$ cat src/rtl/logic_unit_serial_pkg.sv
// Shared encodings for the serial bitwise logic unit: operation select and FSM states.
package logic_unit_serial_pkg;

  typedef enum logic [1:0] {
    OP_AND = 2'b00,
    OP_OR  = 2'b01,
    OP_XOR = 2'b10,
    OP_NOR = 2'b11
  } op_e;

  typedef enum logic [1:0] {
    IDLE = 2'b00,
    RUN  = 2'b01,
    DONE = 2'b10
  } state_e;

endpackage

$ cat src/rtl/logic_unit_serial_slice.sv
// Combinational SLICE-bit bitwise unit; one instance is time-shared across all slices.
module logic_slice
  import logic_unit_serial_pkg::*;
#(
  parameter int SLICE = 4
) (
  input  logic [SLICE-1:0] a,
  input  logic [SLICE-1:0] b,
  input  op_e              op,
  output logic [SLICE-1:0] y
);

  always_comb begin
    // NOTE: every always_comb output gets a default first so no path leaves it unassigned (no latch).
    y = '0;
    unique case (op)
      OP_AND: y = a & b;
      OP_OR:  y = a | b;
      OP_XOR: y = a ^ b;
      OP_NOR: y = ~(a | b);
      default: y = '0;
    endcase
  end

endmodule

$ cat src/rtl/logic_unit_serial.sv
// Multicycle bitwise logic unit: processes one SLICE-bit slice per RUN cycle, start/done handshake.
module logic_unit_serial
  import logic_unit_serial_pkg::*;
#(
  parameter int WIDTH = 32,
  parameter int SLICE = 4
) (
  input  logic             clk,
  input  logic             rst_n,
  input  logic             start,
  input  logic [1:0]       op,
  input  logic [WIDTH-1:0] in1,
  input  logic [WIDTH-1:0] in2,
  output logic             busy,
  output logic             done,
  output logic [WIDTH-1:0] out,
  output logic             zero
);

  localparam int N     = WIDTH / SLICE;
  localparam int CNT_W = (N > 1) ? $clog2(N) : 1;

  state_e             state_q, state_d;
  logic [WIDTH-1:0]   a_sr, b_sr, acc;
  logic [WIDTH-1:0]   acc_next;
  logic [CNT_W-1:0]   cnt;
  op_e                op_q;
  logic [SLICE-1:0]   slice_y;
  logic               last;
  logic               load;

  logic_slice #(.SLICE(SLICE)) u_slice (
    .a  (a_sr[SLICE-1:0]),
    .b  (b_sr[SLICE-1:0]),
    .op (op_q),
    .y  (slice_y)
  );

  assign last     = (cnt == CNT_W'(N - 1));
  assign load     = start && (state_q == IDLE || state_q == DONE);
  // Each slice result enters at the top, so after N shifts slice 0 sits in the low bits.
  assign acc_next = (acc >> SLICE) | (WIDTH'(slice_y) << (WIDTH - SLICE));

  assign busy = (state_q == RUN);
  assign done = (state_q == DONE);

  always_ff @(posedge clk) begin
    // NOTE: sequential state uses non-blocking assignments so all registers update from pre-edge values.
    if (!rst_n) state_q <= IDLE;
    else        state_q <= state_d;
  end

  always_comb begin
    state_d = state_q;
    unique case (state_q)
      IDLE:    if (start) state_d = RUN;
      RUN:     if (last)  state_d = DONE;
      DONE:    state_d = start ? RUN : IDLE;
      default: state_d = IDLE;
    endcase
  end

  always_ff @(posedge clk) begin
    if (!rst_n) begin
      a_sr <= '0;
      b_sr <= '0;
      acc  <= '0;
      cnt  <= '0;
      op_q <= OP_AND;
      out  <= '0;
      zero <= 1'b0;
    end else if (load) begin
      a_sr <= in1;
      b_sr <= in2;
      op_q <= op_e'(op);
      acc  <= '0;
      cnt  <= '0;
    end else if (state_q == RUN) begin
      a_sr <= a_sr >> SLICE;
      b_sr <= b_sr >> SLICE;
      acc  <= acc_next;
      if (last) begin
        cnt  <= '0;
        out  <= acc_next;
        zero <= (acc_next == '0);
      end else begin
        cnt  <= cnt + 1'b1;
      end
    end
  end

endmodule

$ cat config.mk
export PLATFORM = sky130hd
export DESIGN_NAME = logic_unit_serial
export DESIGN_NICKNAME = d
export VERILOG_FILES = /design/src/rtl/logic_unit_serial_pkg.sv /design/src/rtl/logic_unit_serial_slice.sv /design/src/rtl/logic_unit_serial.sv
export SDC_FILE = /design/constraint.sdc
export NUM_CORES = 1
export LEC_CHECK = 0
export CAP_MARGIN = 20
export CORE_UTILIZATION = 25
export DETAILED_ROUTE_END_ITERATION = 10
export MAX_ROUTING_LAYER = met4
export PLACE_DENSITY = 0.51
export SYNTH_ARGS = -nofsm -noshare
export SYNTH_HDL_FRONTEND = slang
export SYNTH_SLANG_ARGS = --single-unit
$ cat constraint.sdc
create_clock -name clk -period 1.82 [get_ports clk]
set_input_delay 0.273 -clock clk [delete_from_list [all_inputs] [get_ports clk]]
set_output_delay 0.273 -clock clk [all_outputs]
set_load 0.01 [all_outputs]
Word level (Yosys, flattened, before mapping)
Cells that the tools add are included.
W data, S select, Z words.
{"block": "word_totals", "register_bits": 136, "output_inout_bits": 35, "word_cells": 43}
{"block": "classes", "muxes": 10, "reduce_logical": 9, "addsub": 1, "eq_ne": 8, "bitwise": 7}
{"cell": "$mux W32", "n": 4}
{"cell": "$logic_not A32 Y1", "n": 1}
{"cell": "$or A28 B32 Y32", "n": 1}
{"cell": "$pmux W4 S4", "n": 1}
{"cell": "$eq A2 B2 Y1 const B", "n": 3}
{"cell": "$pmux W2 S3", "n": 1}
{"cell": "$and A4 B4 Y4", "n": 1}
{"cell": "$eq A2 B1 Y1 const B", "n": 2}
{"cell": "$logic_not A2 Y1", "n": 2}
{"cell": "$mux W2", "n": 2}
{"cell": "$not A4 Y4", "n": 1}
{"cell": "$or A4 B4 Y4", "n": 1}
{"cell": "$xor A4 B4 Y4", "n": 1}
{"cell": "$add A3 B1 Y3 const B", "n": 1}
{"cell": "$eq A3 B3 Y1 const B", "n": 1}
{"cell": "$mux W3", "n": 1}
{"cell": "$reduce_and A3 Y1", "n": 1}
{"cell": "$ne A2 B1 Y1 const B", "n": 1}
{"cell": "$ne A2 B2 Y1 const B", "n": 1}
{"cell": "$not A1 Y1", "n": 2}
{"cell": "$reduce_and A2 Y1", "n": 1}
{"cell": "$reduce_bool A2 Y1", "n": 1}
{"cell": "$reduce_or A2 Y1", "n": 1}
{"cell": "$logic_and A1 B1 Y1", "n": 1}
{"cell": "other kinds (2)", "n": 2}

Depth between registers and ports, before layout
{"block": "depth", "depth_word": 5, "mapped_depth": 8, "mapped_depth_nobuf": 6}

Modules after synthesis
Synthesis repeated with hierarchy kept, for this count alone.
{"block": "hier_totals", "cells_unflattened": 656, "hier_area_um2": 5287.6}
{"module": "logic_unit_serial", "cells_each": 626, "n_inst": 1, "area_each_um2": 5027.3}
{"module": "logic_slice", "cells_each": 30, "n_inst": 1, "area_each_um2": 260.2}

Worst setup path after synthesis
Ideal clock, no wire load.
{"block": "synth_timing", "kind": "register to register", "start": "reg cnt[0]", "end": "reg out[10]", "slack_ns": 0.337, "stages_incl_launch_ff": 8, "setup_ns": 0.076, "synth_period_minus_slack_ns": 1.483, "arrival_time_ns": 1.407, "path_cell_list": "dfxtp_1 > ha_1 > ha_1 > and3b_1 > buf_2 > clkbuf_1 > nand2_1 > a21boi_0"}
{"block": "synth_via", "elab_chain_cells": 2}
{"item": "start, declared", "line_no": "logic_unit_serial.sv:26", "rtl": "logic [CNT_W-1:0] cnt;"}
{"item": "start signal, assigned", "line_no": "logic_unit_serial.sv:87", "rtl": "cnt <= cnt + 1'b1;"}
{"item": "$eq A3 B3 Y1", "line_no": "logic_unit_serial.sv:39", "rtl": "assign last = (cnt == CNT_W'(N - 1));"}
{"item": "$reduce_and A3 Y1 (no line)"}
{"item": "end signal, assigned", "line_no": "logic_unit_serial.sv:84", "rtl": "out <= acc_next;"}
{"item": "end, declared", "line_no": "logic_unit_serial.sv:16", "rtl": "output logic [WIDTH-1:0] out,"}
Every way passes these cells.
A chain may end at the register's enable or synchronous reset.

Worst setup path after layout
{"block": "layout_timing", "start": "reg state_q[0]", "end": "out done"}
{"block": "layout_via", "elab_chain_cells": 1}
{"item": "start, declared", "line_no": "logic_unit_serial.sv:23", "rtl": "state_e state_q, state_d;"}
{"item": "start signal, assigned", "line_no": "logic_unit_serial.sv:50", "rtl": "else state_q <= state_d;"}
{"item": "$eq A2 B2 Y1", "line_no": "logic_unit_serial.sv:45", "rtl": "assign done = (state_q == DONE);"}
{"item": "end, declared", "line_no": "logic_unit_serial.sv:15", "rtl": "output logic done,"}
Every way passes these cells.

==> qor.csv <==
metric;value;unit
crit path to;done;
worst-path fanout max;5;
hold-fix buffers at CTS;0;
EDFF count, synth;0;
Max Fclk;577;MHz
Area growth syn-to-layout;35.7;%
I/O pin cnt;104;
via count;4589;
final hold vios;0;
Die ar.;0.0222;sq mm
Worst Setup SP;state_q[0];
CP max-delay cell;clkdlybuf4s50_1;
Final nets;814;
WL per Instance;13.8;microns
initial core utilization;25.6;%
power per cell area;993;mW/mm^2
Worst EP required;1550;ps
GRT Residual Overflow;0;
critical path class;reg -> out;
switching power;1.65;mW
internal cell power;5.63;mW
Clock Latency Late Sink;410;ps
Net Count, Synth;727;
final core occ;34.8;%
Worst slew margin;76.7;%
share of cells above drive strength 1;7.11;%
Resized cells post-CTS;2;
Final Slew Violations;0;
mean area per synthesized cell;8.34;sq um
Crit path largest cell delay;570;ps
Synth Register Bits;132;
H-tree levels;4;
Hold Path Class;in -> reg;
post-place instance area;0.00675;sq mm
endpoint type of the worst setup path;output port;
fin cells;1021;
vias in the first global route;4414;
GRT Overall Usage;13.8;%
ANT nets after route;0;
clk_skew;8.93;ps
cell area after synthesis;0.00540;sq mm
Num CTS Buffers;17;
largest net degree at the start of global routing;79;
RSZ-0062 raised after global routing;no;
Netlist cell types;31;
clk slew on worst S/H paths;50;ps
final instance area;0.00733;sq mm
worst reg2reg setup slack;180;ps
most common cell in the synthesized netlist;nand2_1;
Final Cycle Share;95.3;%
top-area cell type share of the netlist area;48.9;%
status;completed;
setup TNS;0;ps
final wirelength;14100;microns
Bufs on Longest Clock Path;2;
WHS;153;ps
first-pass GRT wire length;23100;microns
Slew @ Worst Pin;350;ps
clock root cell;clkbuf_16;
# rows;53;
Yosys top cell by area;dfxtp_1;
worst slack, placed;195;ps
Post-Syn Instances;648;
drt pass-1 iters;5;
post-synthesis xor/xnor area fraction;0;%
Post-synth top flop;dfxtp_1;
Arr. time, crit path;1460;ps
Seq/Total Area, Yosys;48.9;%
Compound-Gate Fraction of Synth Area;21.5;%
Reg2Reg Depth;6;
mux contribution to synthesized area;0;%
drt initial violations;228;
YS warnings;0;
worst vdd ir;564;uV
post-synthesis simple-gate area fraction;21.9;%
Tot Pwr;7.28;mW
Clock Sinks;132;
IO Port Bufs;103;
Filler cells;2224;
die width;149;microns
antenna violations before repair;1;
# DRC;0;
LEAKAGE;2.77;nW
r2r endpoint;out[6];
slack of the critical path;85.7;ps
routability-driven placement congestion ratio;0.729;
# setup viols final;0;
DP Cell Count;991;
largest cells by area after synthesis;dfxtp_1 49%, nand2_1 13%, a21boi_0 3.9%;
CORE AREA;0.0211;sq mm
Net Sw Frac;22.6;%
worst r2r src;cnt[0];
post-DP HPWL;9540;microns
combinational fraction of design power;10.4;%
minimum clock period;1730;ps
Die Y-Extent;149;microns
most instantiated cells after synthesis;182 x nand2_1, 132 x dfxtp_1, 48 x nor2_1, 38 x a21oi_1, 29 x nand3_1;
CTS tree;built;
CP startpoint kind;flop;
postcts setup bufs;0;
Reg power frac;42.7;%
Max-Cap Viols;0;
post-DR vias/cell;4.49;
ys async rst share;0;%
adder-cell share of the synthesized area;2.32;%
Clock Power Share;46.9;%
crit path cell chain;nor2b_1 > clkdlybuf4s50_1;
main combinational cell family by area after synthesis;simple AND/OR/NAND/NOR gates;
state kept, by name, indices dropped and copies added (netlist names):
name     flops
a_sr        32
b_sr        32
acc         28
op_q         2
cnt          3
zero         1
out         32
state_q      2
area by class of cell:
class / instances / area, sq um / share of cell area (%)
antenna: 1 / 2.50 / 0.0341
clock buffer: 24 / 482 / 6.57
clock inverter: 5 / 100 / 1.37
inverter: 10 / 37.5 / 0.512
multi-input combinational: 452 / 2480 / 33.8
sequential: 132 / 2640 / 36.1
tap: 275 / 344 / 4.69
timing repair buffer: 122 / 1240 / 16.9
per-layer routing:
| layer | GRT usage (%) | part of all wire (%) | vias up |
|---|---|---|---|
| met1 | 17.3 | 48 | 2098 |
| met3 | 4.19 | 4.8 | 9 |
| met5 | - | 0 | - |
| met4 | 4.29 | 1.1 | 0 |
| li1 | - | - | 2387 |
| met2 | 21.0 | 46 | 95 |
layout by cell type (no fill, tap or decap), types with 2 or more instances in the layout:
cell             count
buf_12               6
and2_1               2
nor2_1              48
nand2b_2             2
nor2b_1              8
a21oi_1             38
buf_4               13
ha_1                10
inv_1                9
clkbuf_8             3
clkbuf_16           17
and4_1               2
a211o_1              4
clkinv_2             2
nand2_1            182
bufinv_16            3
a21boi_0            28
clkbuf_1             4
o21ai_0              5
clkdlybuf4s50_1    101
o211a_1             19
nand3_1             29
a22oi_1             17
a21boi_1            19
nor4_1               7
o221ai_1            24
dfxtp_1            131
a22o_1               2
how the worst min path moves through the flow:
stage,startpoint,to,slack (ps),cells past startpoint
detailed placement,out[17],out[17],450,2
global placement,out[15],out[15],440,2
floorplan,in1[28],a_sr[28],410,2
CTS,rst_n,b_sr[2],140,3
global route,rst_n,b_sr[2],150,3
finish,rst_n,b_sr[2],150,3
worst max-delay path: cells and delay by family, from the launching register on:
family | cells | cell delay [ps]
buffers and inverters | 1 | 570
and+or+nand+nor | 1 | 130
DFF | 1 | 350
power by group through the flow:
stage / Combinational [mW] / Sequential (mW) / Clock [mW]
after detailed placement: 0.768 / 3.17 / 0
after CTS: 0.770 / 3.11 / 3.51
after global placement: 0.768 / 3.17 / 0
after global routing: 0.848 / 3.12 / 3.62
after floorplan: 0.466 / 3.14 / 0
final: 0.756 / 3.11 / 3.41
cell families after synthesis:
logic type	Yosys count
and+or+nand+nor	285
AOI/OAI and AO/OA	157
DFF	132
buffers and inverters	64
adders and majority gates	10
(Power assumes the default switching activity.)
